## src/rtl/div_unit_pkg.sv

```systemverilog
// Shared definitions for the iterative divider.
//  - DIV/DIVU funct codes (beside MTHI/MTLO) as seen by the main decoder
//  - divider FSM state encoding (2 bits)
//  - number of restoring steps per operation
package div_unit_pkg;

    localparam int DIV_WIDTH  = 32;
    localparam int DIV_CYCLES = 32;

    localparam logic [5:0] FUNCT_MTHI = 6'h11;
    localparam logic [5:0] FUNCT_MTLO = 6'h13;
    localparam logic [5:0] FUNCT_DIV  = 6'h1A;
    localparam logic [5:0] FUNCT_DIVU = 6'h1B;

    typedef enum logic [1:0] {
        DIV_IDLE  = 2'd0,
        DIV_CALC  = 2'd1,
        DIV_DZERO = 2'd2,
        DIV_DONE  = 2'd3
    } div_state_t;

endpackage

```

## src/rtl/div_unit_sign_fix.sv

```systemverilog
// Conditional two's-complement negate.
// Used as abs() on the operands at accept (negate = operand is negative)
// and as the sign fix on the quotient/remainder at the end of the divide.
//  value   in   WIDTH  operand
//  negate  in   1      1 = return -value
//  result  out  WIDTH  value or -value (0x8000_0000 maps to itself)
module div_unit_sign_fix #(
    parameter int WIDTH = 32
) (
    input  logic [WIDTH-1:0] value,
    input  logic             negate,
    output logic [WIDTH-1:0] result
);

    assign result = negate ? ({WIDTH{1'b0}} - value) : value;

endmodule

```

## src/rtl/div_unit.sv

```systemverilog
// Iterative radix-2 restoring divider for DIV/DIVU in the execute stage.
// Quotient goes to LO, remainder to HI; stall holds IF/ID/EX while busy.
//  clk        in   1      rising-edge clock
//  resetn     in   1      asynchronous active-low reset
//  start      in   1      DIV/DIVU issued in EX (sampled in IDLE only)
//  signed_op  in   1      1 = DIV, 0 = DIVU
//  annul      in   1      EX flush; abandons any operation in flight
//  dividend   in   WIDTH  rs value, latched at accept
//  divisor    in   WIDTH  rt value, latched at accept
//  stall      out  1      pipeline hold
//  done       out  1      one-cycle pulse, lo_out/hi_out valid
//  lo_out     out  WIDTH  quotient
//  hi_out     out  WIDTH  remainder
//
// state     | meaning
// ----------+---------------------------------------------------------
// DIV_IDLE  | waiting for start; operands captured on accept
// DIV_CALC  | one shift/subtract step per cycle, cnt 0..31
// DIV_DZERO | divide by zero; fixed result loaded on exit
// DIV_DONE  | done pulse, results already registered
module div_unit
    import div_unit_pkg::*;
#(
    parameter int WIDTH = DIV_WIDTH
) (
    input  logic             clk,
    input  logic             resetn,
    input  logic             start,
    input  logic             signed_op,
    input  logic             annul,
    input  logic [WIDTH-1:0] dividend,
    input  logic [WIDTH-1:0] divisor,
    output logic             stall,
    output logic             done,
    output logic [WIDTH-1:0] lo_out,
    output logic [WIDTH-1:0] hi_out
);

    div_state_t       state;
    logic [4:0]       cnt;
    logic [WIDTH-1:0] quot;     // |dividend| shifting out at the MSB, quotient in at the LSB
    logic [WIDTH-1:0] rem;      // restored remainder; always < divisor so WIDTH bits suffice
    logic [WIDTH-1:0] dvsr;
    logic             neg_q;
    logic             neg_r;

    logic [WIDTH:0]   shifted;
    logic [WIDTH:0]   diff;
    logic [WIDTH-1:0] step_quot;
    logic [WIDTH-1:0] step_rem;

    // Partial remainder is WIDTH+1 bits; a borrow out of the top bit means restore.
    assign shifted   = {rem, quot[WIDTH-1]};
    assign diff      = shifted - {1'b0, dvsr};
    assign step_quot = {quot[WIDTH-2:0], ~diff[WIDTH]};
    assign step_rem  = diff[WIDTH] ? shifted[WIDTH-1:0] : diff[WIDTH-1:0];

    // The two sign-fix instances are shared: abs() of the operands while
    // idle, sign fix of the final quotient/remainder during the last step.
    logic             is_idle;
    logic [WIDTH-1:0] fix_a_in, fix_b_in, fix_a_out, fix_b_out;
    logic             fix_a_neg, fix_b_neg;

    assign is_idle   = (state == DIV_IDLE);
    assign fix_a_in  = is_idle ? dividend : step_quot;
    assign fix_a_neg = is_idle ? (signed_op & dividend[WIDTH-1]) : neg_q;
    assign fix_b_in  = is_idle ? divisor : step_rem;
    assign fix_b_neg = is_idle ? (signed_op & divisor[WIDTH-1]) : neg_r;

    div_unit_sign_fix #(.WIDTH(WIDTH)) u_fix_a (
        .value  (fix_a_in),
        .negate (fix_a_neg),
        .result (fix_a_out)
    );

    div_unit_sign_fix #(.WIDTH(WIDTH)) u_fix_b (
        .value  (fix_b_in),
        .negate (fix_b_neg),
        .result (fix_b_out)
    );

    assign stall = (is_idle && start && !annul)
                 || (state == DIV_CALC)
                 || (state == DIV_DZERO);

    always_ff @(posedge clk or negedge resetn) begin
        if (!resetn) begin
            state  <= DIV_IDLE;
            cnt    <= '0;
            quot   <= '0;
            rem    <= '0;
            dvsr   <= '0;
            neg_q  <= 1'b0;
            neg_r  <= 1'b0;
            done   <= 1'b0;
            lo_out <= '0;
            hi_out <= '0;
        end else begin
            done <= 1'b0;
            case (state)
                DIV_IDLE: begin
                    if (start && !annul) begin
                        neg_q <= signed_op & (dividend[WIDTH-1] ^ divisor[WIDTH-1]);
                        neg_r <= signed_op & dividend[WIDTH-1];
                        cnt   <= '0;
                        rem   <= '0;
                        dvsr  <= fix_b_out;
                        if (divisor == '0) begin
                            // keep the raw dividend: it is the remainder result
                            quot  <= dividend;
                            state <= DIV_DZERO;
                        end else begin
                            quot  <= fix_a_out;
                            state <= DIV_CALC;
                        end
                    end
                end
                DIV_CALC: begin
                    if (annul) begin
                        state <= DIV_IDLE;
                    end else begin
                        quot <= step_quot;
                        rem  <= step_rem;
                        cnt  <= cnt + 5'd1;
                        if (cnt == 5'(DIV_CYCLES - 1)) begin
                            lo_out <= fix_a_out;
                            hi_out <= fix_b_out;
                            done   <= 1'b1;
                            state  <= DIV_DONE;
                        end
                    end
                end
                DIV_DZERO: begin
                    if (annul) begin
                        state <= DIV_IDLE;
                    end else begin
                        lo_out <= '1;
                        hi_out <= quot;
                        done   <= 1'b1;
                        state  <= DIV_DONE;
                    end
                end
                default: begin
                    state <= DIV_IDLE;
                end
            endcase
        end
    end

endmodule

```

## config.mk

```make
export PLATFORM = sky130hd
export DESIGN_NAME = div_unit
export DESIGN_NICKNAME = d
export VERILOG_FILES = /design/src/rtl/div_unit_pkg.sv /design/src/rtl/div_unit_sign_fix.sv /design/src/rtl/div_unit.sv
export SDC_FILE = /design/constraint.sdc
export NUM_CORES = 1
export LEC_CHECK = 0
export BUFFER_PORTS_ARGS = -buffer_cell sky130_fd_sc_hd__buf_4
export CELL_PAD_IN_SITES_DETAIL_PLACEMENT = 1
export CELL_PAD_IN_SITES_GLOBAL_PLACEMENT = 1
export CORE_MARGIN = 2
export CORE_UTILIZATION = 48
export DETAILED_ROUTE_END_ITERATION = 7
export PLACE_DENSITY_LB_ADDON = 0.25
export SYNTH_ARGS = -nofsm -noshare
export SYNTH_HDL_FRONTEND = slang
export SYNTH_SLANG_ARGS = --single-unit
```

## constraint.sdc

```tcl
create_clock -name clk -period 10 [get_ports clk]
set_input_delay 1.5 -clock clk [delete_from_list [all_inputs] [get_ports clk]]
set_output_delay 1.5 -clock clk [all_outputs]
set_load 0.02 [all_outputs]
```

After elaboration in Yosys (flattened, before gate mapping)
Cells that the tools add are included.
{"block": "word_totals", "register_bits": 170, "input_bits": 69, "word_cells": 76}
{"block": "classes", "add_sub_neg": 4, "eq_ne": 8, "muxes": 35, "n_bitwise": 5, "reduce_logical": 14}
{"operator": "32-bit two-way mux", "n": 16}
{"operator": "32-bit one-hot mux with 2 select lines", "n": 4}
{"operator": "1-bit by 32-bit subtractor with 32-bit output (first input constant)", "n": 2}
{"operator": "33-bit by 32-bit subtractor with 33-bit output", "n": 1}
{"operator": "32-bit logical NOT", "n": 1}
{"operator": "2-bit two-way mux", "n": 5}
{"operator": "5-bit two-way mux", "n": 2}
{"operator": "5-bit one-hot mux with 2 select lines", "n": 1}
{"operator": "2-bit one-hot mux with 3 select lines", "n": 1}
{"operator": "5-bit by 1-bit adder with 5-bit output (second input constant)", "n": 1}
{"operator": "5-bit == test (second input constant)", "n": 1}
{"operator": "1-bit two-way mux", "n": 5}
{"operator": "2-bit by 1-bit inequality test with 1-bit output (second input constant)", "n": 2}
{"operator": "2-bit inequality test (second input constant)", "n": 2}
{"operator": "2-bit AND reduction", "n": 2}
{"operator": "4-bit AND reduction", "n": 1}
{"operator": "2-bit nonzero test", "n": 2}
{"operator": "1-bit AND", "n": 3}
{"operator": "1-bit logical AND", "n": 3}
{"operator": "3-bit by 2-bit inequality test with 1-bit output (second input constant)", "n": 1}
{"operator": "3-bit AND reduction", "n": 1}
{"operator": "2-bit by 1-bit == test with 1-bit output (second input constant)", "n": 1}
{"operator": "2-bit == test (second input constant)", "n": 1}
{"operator": "2-bit logical NOT", "n": 1}
{"operator": "5 further kinds", "n": 6}

Depth between registers and ports, before layout
Gate-level depths: netlist of the first run.
{"block": "depth", "depth_word": 8, "ltp_mapped": 25}

By module
Synthesis of the first run repeated with hierarchy kept, for this count alone.
{"block": "hier_totals", "hier_cells": 1367, "area_unflattened_um2": 11994.0}
{"mod": "div_unit", "n_inst": 1, "cells_per_inst": 1160, "area_each_um2": 10478.8, "seq_area_each_um2": 4254.1}
{"mod": "div_unit_sign_fix (u_fix_a)", "n_inst": 1, "cells_per_inst": 108, "area_each_um2": 767.0, "seq_area_each_um2": 0.0}
{"mod": "div_unit_sign_fix (u_fix_b)", "n_inst": 1, "cells_per_inst": 99, "area_each_um2": 748.2, "seq_area_each_um2": 0.0}

Least setup slack after synthesis of the first run
No wires, ideal clock.
{"block": "synth_timing", "kind": "register to register", "start": "reg quot[31]", "end": "reg hi_out[22]", "setup_time_ns": 0.131, "arrival_time_ns": 4.951, "required_time_ns": 9.869, "setup_slack_ns": 4.918, "stages_incl_launch_ff": 21, "cell_sequence": "dfrtp_1 -> inv_1 -> ha_1 -> fa_1 -> nand2b_1 -> a21oi_1 -> o21ai_1 -> o21ai_2 -> a21oi_4 -> xnor2_1 -> clkbuf_1 -> buf_1 -> clkbuf_1 -> o21ai_0 -> mux2i_1 -> ha_1 -> o211ai_1 -> nor4_4 -> a31oi_2 -> and3_1 -> or3_1"}
{"block": "synth_via", "elab_chain_cells": 8}
{"element": "start, declared", "line": "div_unit.sv:41", "text": "logic [WIDTH-1:0] quot;"}
{"element": "start signal, assigned", "line": "div_unit.sv:110", "text": "quot <= dividend;"}
{"element": "start signal, assigned", "line": "div_unit.sv:113", "text": "quot <= fix_a_out;"}
{"element": "start signal, assigned", "line": "div_unit.sv:122", "text": "quot <= step_quot;"}
{"element": "33-bit by 32-bit subtractor with 33-bit output", "line": "div_unit.sv:54", "text": "assign diff = shifted - {1'b0, dvsr};"}
{"element": "32-bit two-way mux (*)", "line": "div_unit.sv:56", "text": "assign step_rem = diff[WIDTH] ? shifted[WIDTH-1:0] : diff[WIDTH-1:0];"}
{"element": "32-bit two-way mux (*)", "line": "div_unit.sv:67", "text": "assign fix_b_in = is_idle ? divisor : step_rem;"}
{"element": "1-bit by 32-bit subtractor with 32-bit output", "line": "div_unit_sign_fix.sv:15", "text": "assign result = negate ? ({WIDTH{1'b0}} - value) : value;"}
{"element": "32-bit two-way mux (*)", "line": "div_unit_sign_fix.sv:15"}
{"element": "32-bit two-way mux (*)", "line": "div_unit.sv:125", "text": "if (cnt == 5'(DIV_CYCLES - 1)) begin"}
{"element": "32-bit two-way mux (*)", "line": "div_unit.sv:119", "text": "if (annul) begin"}
{"element": "32-bit one-hot mux with 2 select lines (*)", "line": "div_unit.sv:100", "text": "case (state)"}
{"element": "end signal, assigned", "line": "div_unit.sv:127", "text": "hi_out <= fix_b_out;"}
{"element": "end signal, assigned", "line": "div_unit.sv:138", "text": "hi_out <= quot;"}
{"element": "end, declared", "line": "div_unit.sv:36", "text": "output logic [WIDTH-1:0] hi_out"}
Mark *: on every way between the ends. The rest lies on a longest branch, timed or not. The select of a mux whose other input is x is not followed.
A chain may end at the register's enable or synchronous reset.

Worst setup path after layout of the first run
Ends and elaborated chain as after synthesis.

==> results of run 1 <==
per-layer routing:
layer,vias up,routed length (microns),GRT usage (%)
met5,-,0,0
met4,0,1160,11.2
met2,419,20800,55.5
li1,5448,-,-
met3,91,2410,4.53
met1,6025,19100,44.9
worst max-delay path by stage:
| stage | endpoint | slack (ns) | start |
|---|---|---|---|
| 2_1_floorplan | hi_out[22]$_DFFE_PN0P_ | 4.92 | quot[31]$_DFFE_PN0P_ |
| 3_3_place_gp | hi_out[22]$_DFFE_PN0P_ | 4.72 | quot[31]$_DFFE_PN0P_ |
| 3_5_place_dp | hi_out[22]$_DFFE_PN0P_ | 4.49 | quot[31]$_DFFE_PN0P_ |
| 4_1_cts | hi_out[22]$_DFFE_PN0P_ | 4.39 | quot[31]$_DFFE_PN0P_ |
| 5_1_grt | hi_out[22]$_DFFE_PN0P_ | 4.09 | quot[31]$_DFFE_PN0P_ |
| 6_report | hi_out[22]$_DFFE_PN0P_ | 4.32 | quot[31]$_DFFE_PN0P_ |
tightest hold or removal path, cell delays in order, from the launching register on:
cell     delay (ns)
dfrtp_1        0.35
nand2_1        0.05
o21ai_0        0.06
cells by family (layout without fill, tap and decap cells):
family / after synthesis / after routing / synth area share, %
adder cells (fa/ha/maj): 41 / 41 / 4.31
XOR/XNOR: 91 / 91 / 6.66
AO/OA/AOI/OAI: 478 / 478 / 23.6
AND/OR/NAND/NOR: 481 / 481 / 18.6
buffers and inverters: 142 / 238 / 4.60
multiplexers: 83 / 83 / 7.01
flip-flops: 170 / 170 / 35.2
final cells by class:
cell class / count / share of cell area, %
Sequential cell: 170 / 30.5
Inverter: 51 / 1.37
Multi-Input combinational cell: 1174 / 52.6
Clock inverter: 13 / 0.943
Tap cell: 330 / 2.96
Timing Repair Buffer: 155 / 8.38
Clock buffer: 19 / 3.18
state kept, by name (all words and copies together), names as in the netlist:
signal and count:
done 1, hi_out 32, lo_out 32, neg_r 1, dvsr 32, neg_q 1
quot 32, rem 32, state 2, cnt 5
metrics by stage:
| step | hold WS (ns) | util [%] | instances |
|---|---|---|---|
| 6_report | 0.489 | 55.8 | 1912 |
| 5_1_grt | 0.510 | 55.8 | 1912 |
| 4_1_cts | 0.487 | 55.8 | 1912 |
| 3_5_place_dp | 0.471 | 53.5 | 1880 |
| 3_3_place_gp | 0.462 | 53.5 | 1880 |
| 2_1_floorplan | 0.450 | - | 1486 |
placed cells by master, fill, tap and decap left out, types with 5 or more instances in the layout:
master,count
nor3_1,33
o22a_1,7
nor2b_1,11
buf_4,154
xnor2_1,52
a221oi_1,6
and3_1,27
nand2_1,166
dfrtp_1,170
inv_6,5
inv_1,50
a21o_1,17
mux2i_1,70
mux2_2,13
xor2_1,37
o21ai_1,9
a22oi_1,20
o211ai_1,10
nand3b_1,11
or3_1,11
nand2b_1,14
o21ai_0,173
nor2_1,137
nand3_1,28
a21oi_1,143
clkbuf_16,17
nand4_1,10
o31ai_1,8
a31oi_1,24
nor4_1,6
ha_1,39
==> metrics.md, run 1 <==
| Metric | Value |
|---|---|
| Status | `finished clean` |
| Synth top area cells | `dfrtp_1 (35%), o21ai_0 (7.2%), a21oi_1 (6.0%)` |
| R2r endpoint | `hi_out[22]$_DFFE_PN0P_` |
| H-tree depth | `4` |
| Count leader, synth | `o21ai_0` |
| Die Y | `163 microns` |
| Final Hold Vio Count | `0` |
| Core area | `25000 sq um` |
| Pre-CTS WS | `4.49 ns` |
| CP top delay family | `simple AND/OR/NAND/NOR gates` |
| Total negative slack | `0 ns` |
| Largest net degree at the start of global routing | `102` |
| Largest area contributor in the netlist | `dfrtp_1` |
| Layout fillers | `3066` |
| Post-DRT Antenna Nets | `0` |
| CP max-delay cell | `nor4_4` |
| Post-DP Area | `13400 sq um` |
| Mean Syn Cell Area | `8.13 sq um` |
| Max FO, Critical Path | `24` |
| Die Wd | `163 microns` |
| Starting DRT DRC Count | `1014` |
| Critical path arrival | `5.99 ns` |
| Worst R2R Setup Slack | `4.32 ns` |
| DRT Pass-1 Iters | `5` |
| CTS buffer count | `17` |
| Core Rows | `58` |
| Via count | `12000` |
| Crit path cell chain | `inv_1 -> ha_1 -> fa_1 -> nand2b_1 -> a21oi_1 -> o21ai_1 -> o21ai_2 -> a21oi_4 -> xnor2_4 -> buf_4 -> mux2_2 -> mux2i_1 -> nand3_4 -> nor4_4 -> a31oi_2 -> and3_1 -> or3_1` |
| Drt wl/cell | `22.7 microns` |
| Number of max-cap violations | `0` |
| HPWL after DPL | `31.5 mm` |
| PortBufs | `134` |
| Area of the multi-input gates | `7340 sq um` |
| Ys Warns | `0` |
| Stages on the worst setup path | `17` |
| R2R depth | `17` |
| First-pass GRT wire length | `69.1 mm` |
| Die ar. | `26400 sq um` |
| CTS tree | `done` |
| Synth top area share | `35.2%` |
| Endpoint, Worst Hold | `dvsr[11]$_DFFE_PN0P_` |
| Design area | `13900 sq um` |
| Final GP Congestion | `0.900` |
| RSZ-0062 raised after global routing | `no` |
| Diodes inserted | `0` |
| Fmax | `176 MHz` |
| DRC viols | `0` |
| Initial antenna violation count | `0` |
| Total Wirelength | `43.4 mm` |
| Vias in the first global route | `12400` |
| Cts repair resizes | `0` |
| Final WS setup | `4.32 ns` |
| Synthesized instance count | `1486` |
| Synth unique cells | `76` |
| Vias per cell | `6.27` |
| Worst Path Buf+Inv | `2` |
| Area grow syn2layout | `15.4%` |
| Tcrit/Tclk final | `56.8%` |
| Post-synth EDFFs | `0` |
| Clock transition at path regs | `0.07 ns` |
| CTS Hold Bufs | `0` |
| Crit start category | `flip-flop` |
| Share of layout cells above drive strength 1 | `14.3%` |
| Nets | `1679` |
| Setup CP Type | `reg2reg` |
| Hold Crit Depth | `2` |
| Hold Path Origin | `dvsr[11]$_DFFE_PN0P_` |
| Gr ovfl total | `0` |
| Req. time, crit path | `10.31 ns` |
| Top FF cell, synth | `dfrtp_1` |
| Slew @ Worst Pin | `0.989 ns` |
| Clock Path Buffers | `2` |
| Clock Sinks | `170` |
| Setup Skew | `0.0125 ns` |
| #FFs+latches synth | `170` |
| Min cycle time layout | `5.68 ns` |
| FF-to-FF Start | `quot[31]$_DFFE_PN0P_` |
| Relative slew slack | `33.8%` |
| Clk Latency, worst-skew pair | `0.44 ns` |
| Overall routing resource usage | `33.3%` |
| Top Ports | `135` |
| Count of pins over their slew limit | `0` |
| Most instantiated cells after synthesis | `o21ai_0 (174), dfrtp_1 (170), nand2_1 (166)` |
| Crit path largest cell delay | `0.48 ns` |
| Register area | `4250 sq um` |
| Syn nets | `1596` |
| Syn Std Cell Area | `12100 sq um` |
| Min-delay worst type | `reg2reg` |
| Post-synthesis sequential area ratio | `35.2%` |
| Post-synth ARST share | `100%` |
| CTS root buf | `clkbuf_16` |
| Initial Util | `48.4%` |
| Post-CTS setup buffer count | `0` |
| Final Setup Violations | `0` |
| Crit. End Element | `flip-flop` |
Power of run 1 is left out: the tool's default activity adds up to more than one toggle a clock period on the data nets, which glitch-free logic cannot reach.
==> inputs of run 2 (changes only) <==
--- a/config.mk
+++ b/config.mk
@@ -9,7 +9,7 @@
 export CELL_PAD_IN_SITES_DETAIL_PLACEMENT = 1
 export CELL_PAD_IN_SITES_GLOBAL_PLACEMENT = 1
 export CORE_MARGIN = 2
-export CORE_UTILIZATION = 48
+export CORE_UTILIZATION = 41
 export DETAILED_ROUTE_END_ITERATION = 7
 export PLACE_DENSITY_LB_ADDON = 0.25
 export SYNTH_ARGS = -nofsm -noshare
==> constraint.sdc (replaced) <==
create_clock -name clk -period 4.7 [get_ports clk]
set_input_delay 0.705 -clock clk [delete_from_list [all_inputs] [get_ports clk]]
set_output_delay 0.705 -clock clk [all_outputs]
set_load 0.02 [all_outputs]
==> metrics.md, run 2 (same netlist as run 1, synthesis figures left out) <==
| Metric | Value |
|---|---|
| Status | `finished clean` |
| Count of pins over their slew limit | `0` |
| FF-to-FF Start | `dvsr[15]$_DFFE_PN0P_` |
| Area grow syn2layout | `19.1%` |
| Most common cell after layout, fill and taps aside | `buf_4` |
| Vias in the first global route | `12500` |
| CTS root buf | `clkbuf_16` |
| Overall routing resource usage | `29.6%` |
| Clock Sinks | `170` |
| Req. time, crit path | `5.04 ns` |
| Initial Util | `41.9%` |
| R2R depth | `16` |
| PortBufs | `134` |
| CP max-delay cell | `or4_4` |
| Post-DRT Antenna Nets | `0` |
| Final GP Congestion | `0.882` |
| Critical Path Start | `dvsr[15]$_DFFE_PN0P_` |
| Top Ports | `135` |
| Slew @ Worst Pin | `1.28 ns` |
| H-tree depth | `4` |
| Crit path largest cell delay | `0.61 ns` |
| Nets | `1718` |
| Via count | `12100` |
| Core Rows | `62` |
| Fmax | `220 MHz` |
| R2r endpoint | `quot[31]$_DFFE_PN0P_` |
| Total Wirelength | `45.5 mm` |
| Tcrit/Tclk final | `96.7%` |
| Crit start category | `flip-flop` |
| Die ar. | `30800 sq um` |
| Clock Path Buffers | `2` |
| Most frequent cells in the layout | `buf_4 (189), o21ai_0 (170), dfrtp_1 (170), nand2_1 (165), a21oi_1 (141)` |
| Max FO, Critical Path | `6` |
| First-pass GRT wire length | `71.1 mm` |
| Largest net degree at the start of global routing | `112` |
| Crit. End Element | `flip-flop` |
| Initial antenna violation count | `0` |
| DRT Pass-1 Iters | `5` |
| DRC viols | `0` |
| Share of layout cells above drive strength 1 | `17.2%` |
| Drt wl/cell | `22.7 microns` |
| Core area | `28900 sq um` |
| Setup CP Type | `reg2reg` |
| Clk Latency, worst-skew pair | `0.45 ns` |
| Clock transition at path regs | `0.07 ns` |
| Min-delay worst type | `in2async` |
| Gr ovfl total | `0` |
| Setup Skew | `0.0111 ns` |
| CTS tree | `done` |
| Number of max-cap violations | `0` |
| Final Hold Vio Count | `0` |
| HPWL after DPL | `33.2 mm` |
| CTS buffer count | `17` |
| Critical path arrival | `4.88 ns` |
| Worst R2R Setup Slack | `0.15 ns` |
| Final Setup Violations | `0` |
| Final WS setup | `0.153 ns` |
| Crit path top cell by count | `buf_4` |
| Crit path cell chain | `inv_1 -> ha_1 -> a21oi_1 -> o21ai_1 -> o21bai_1 -> and3_1 -> a21oi_4 -> buf_4 -> xnor2_2 -> buf_4 -> a2111o_1 -> or4_4 -> nor3_4 -> a31oi_1 -> xor2_1 -> a221oi_2` |
| Layout fillers | `3542` |
| Starting DRT DRC Count | `756` |
| Die Wd | `176 microns` |
| Pre-CTS WS | `0.00556 ns` |
| Setup crit end | `quot[31]$_DFFE_PN0P_` |
| Min cycle time layout | `4.55 ns` |
| Vias per cell | `6.03` |
| Die Y | `176 microns` |
| Relative slew slack | `14.3%` |
==> run 2: cell types whose count changed in the layout (fill, tap and decap cells not counted), moves of 2 or more <==
cell / delta
buf_4: +35
clkinvlp_4: +5
clkinv_4: -3
nor2_1: -3
o21ai_0: -3
a21oi_1: -2
clkinv_2: +2
inv_6: -2
nor2_2: +2
o21ai_1: +2
xnor2_2: +2
==> run 2: timing repair <==
item                       in CTS  in global routing
gates cloned                    0                  1
setup buffers                   0                  4
setup endpoints to repair       3                 54
hold buffers                    0                  0
gates resized for setup         3                 20
pin swaps                       0                  8
==> run 2: area by class of cell <==
type | count | area (sq um) | share of cell area (%)
Tap cell | 384 | 480 | 3.34
Sequential cell | 170 | 4250 | 29.6
Inverter | 51 | 191 | 1.33
Antenna cell | 1 | 2.50 | 0.0174
Clock inverter | 14 | 124 | 0.861
Timing Repair Buffer | 193 | 1480 | 10.3
Multi-Input combinational cell | 1175 | 7430 | 51.6
Clock buffer | 18 | 429 | 2.98
==> run 2: how the worst min path moves through the flow <==
stage | start | end | depth (start not counted)
finish | resetn | lo_out[27]$_DFFE_PN0P_ | 1
global route | resetn | lo_out[21]$_DFFE_PN0P_ | 1
CTS | resetn | lo_out[17]$_DFFE_PN0P_ | 1
detailed placement | dvsr[12]$_DFFE_PN0P_ | dvsr[12]$_DFFE_PN0P_ | 2
global placement | dvsr[12]$_DFFE_PN0P_ | dvsr[12]$_DFFE_PN0P_ | 2
floorplan | resetn | cnt[0]$_DFFE_PN0P_ | 0
==> run 2: worst max-delay path: cells and delay by family, from the launching register on <==
kind / cells / cell delay, ns
adders and majority gates: 1 / 0.36
xor gates and xnor gates: 2 / 0.38
DFF: 1 / 0.42
buffers and inverters: 3 / 0.45
AOI/OAI and AO/OA: 7 / 1.76
and+or+nand+nor: 3 / 1.07
==> run 2: per-layer routing <==
layer	global-route usage [%]	routed length, microns	vias to the layer above
li1	-	-	5541
met2	48.6	21500	416
met3	4.09	2640	87
met5	0	0	-
met1	40.2	20100	6052
met4	10.0	1200	0
==> run 2: metrics by stage <==
stage          cells  area [sq um]  hold WS, ns  setup TNS (ns)  util, %
2_1_floorplan   1486         12100        0.409               0        -
3_3_place_gp    1968         13700        0.462               0     47.5
3_5_place_dp    1968         13700        0.470               0     47.5
4_1_cts         2000         14300        0.483               0     49.4
5_1_grt         2005         14400        0.470         -0.0116     49.8
6_report        2006         14400        0.419               0     49.8
Power of run 2 is left out for the same reason.
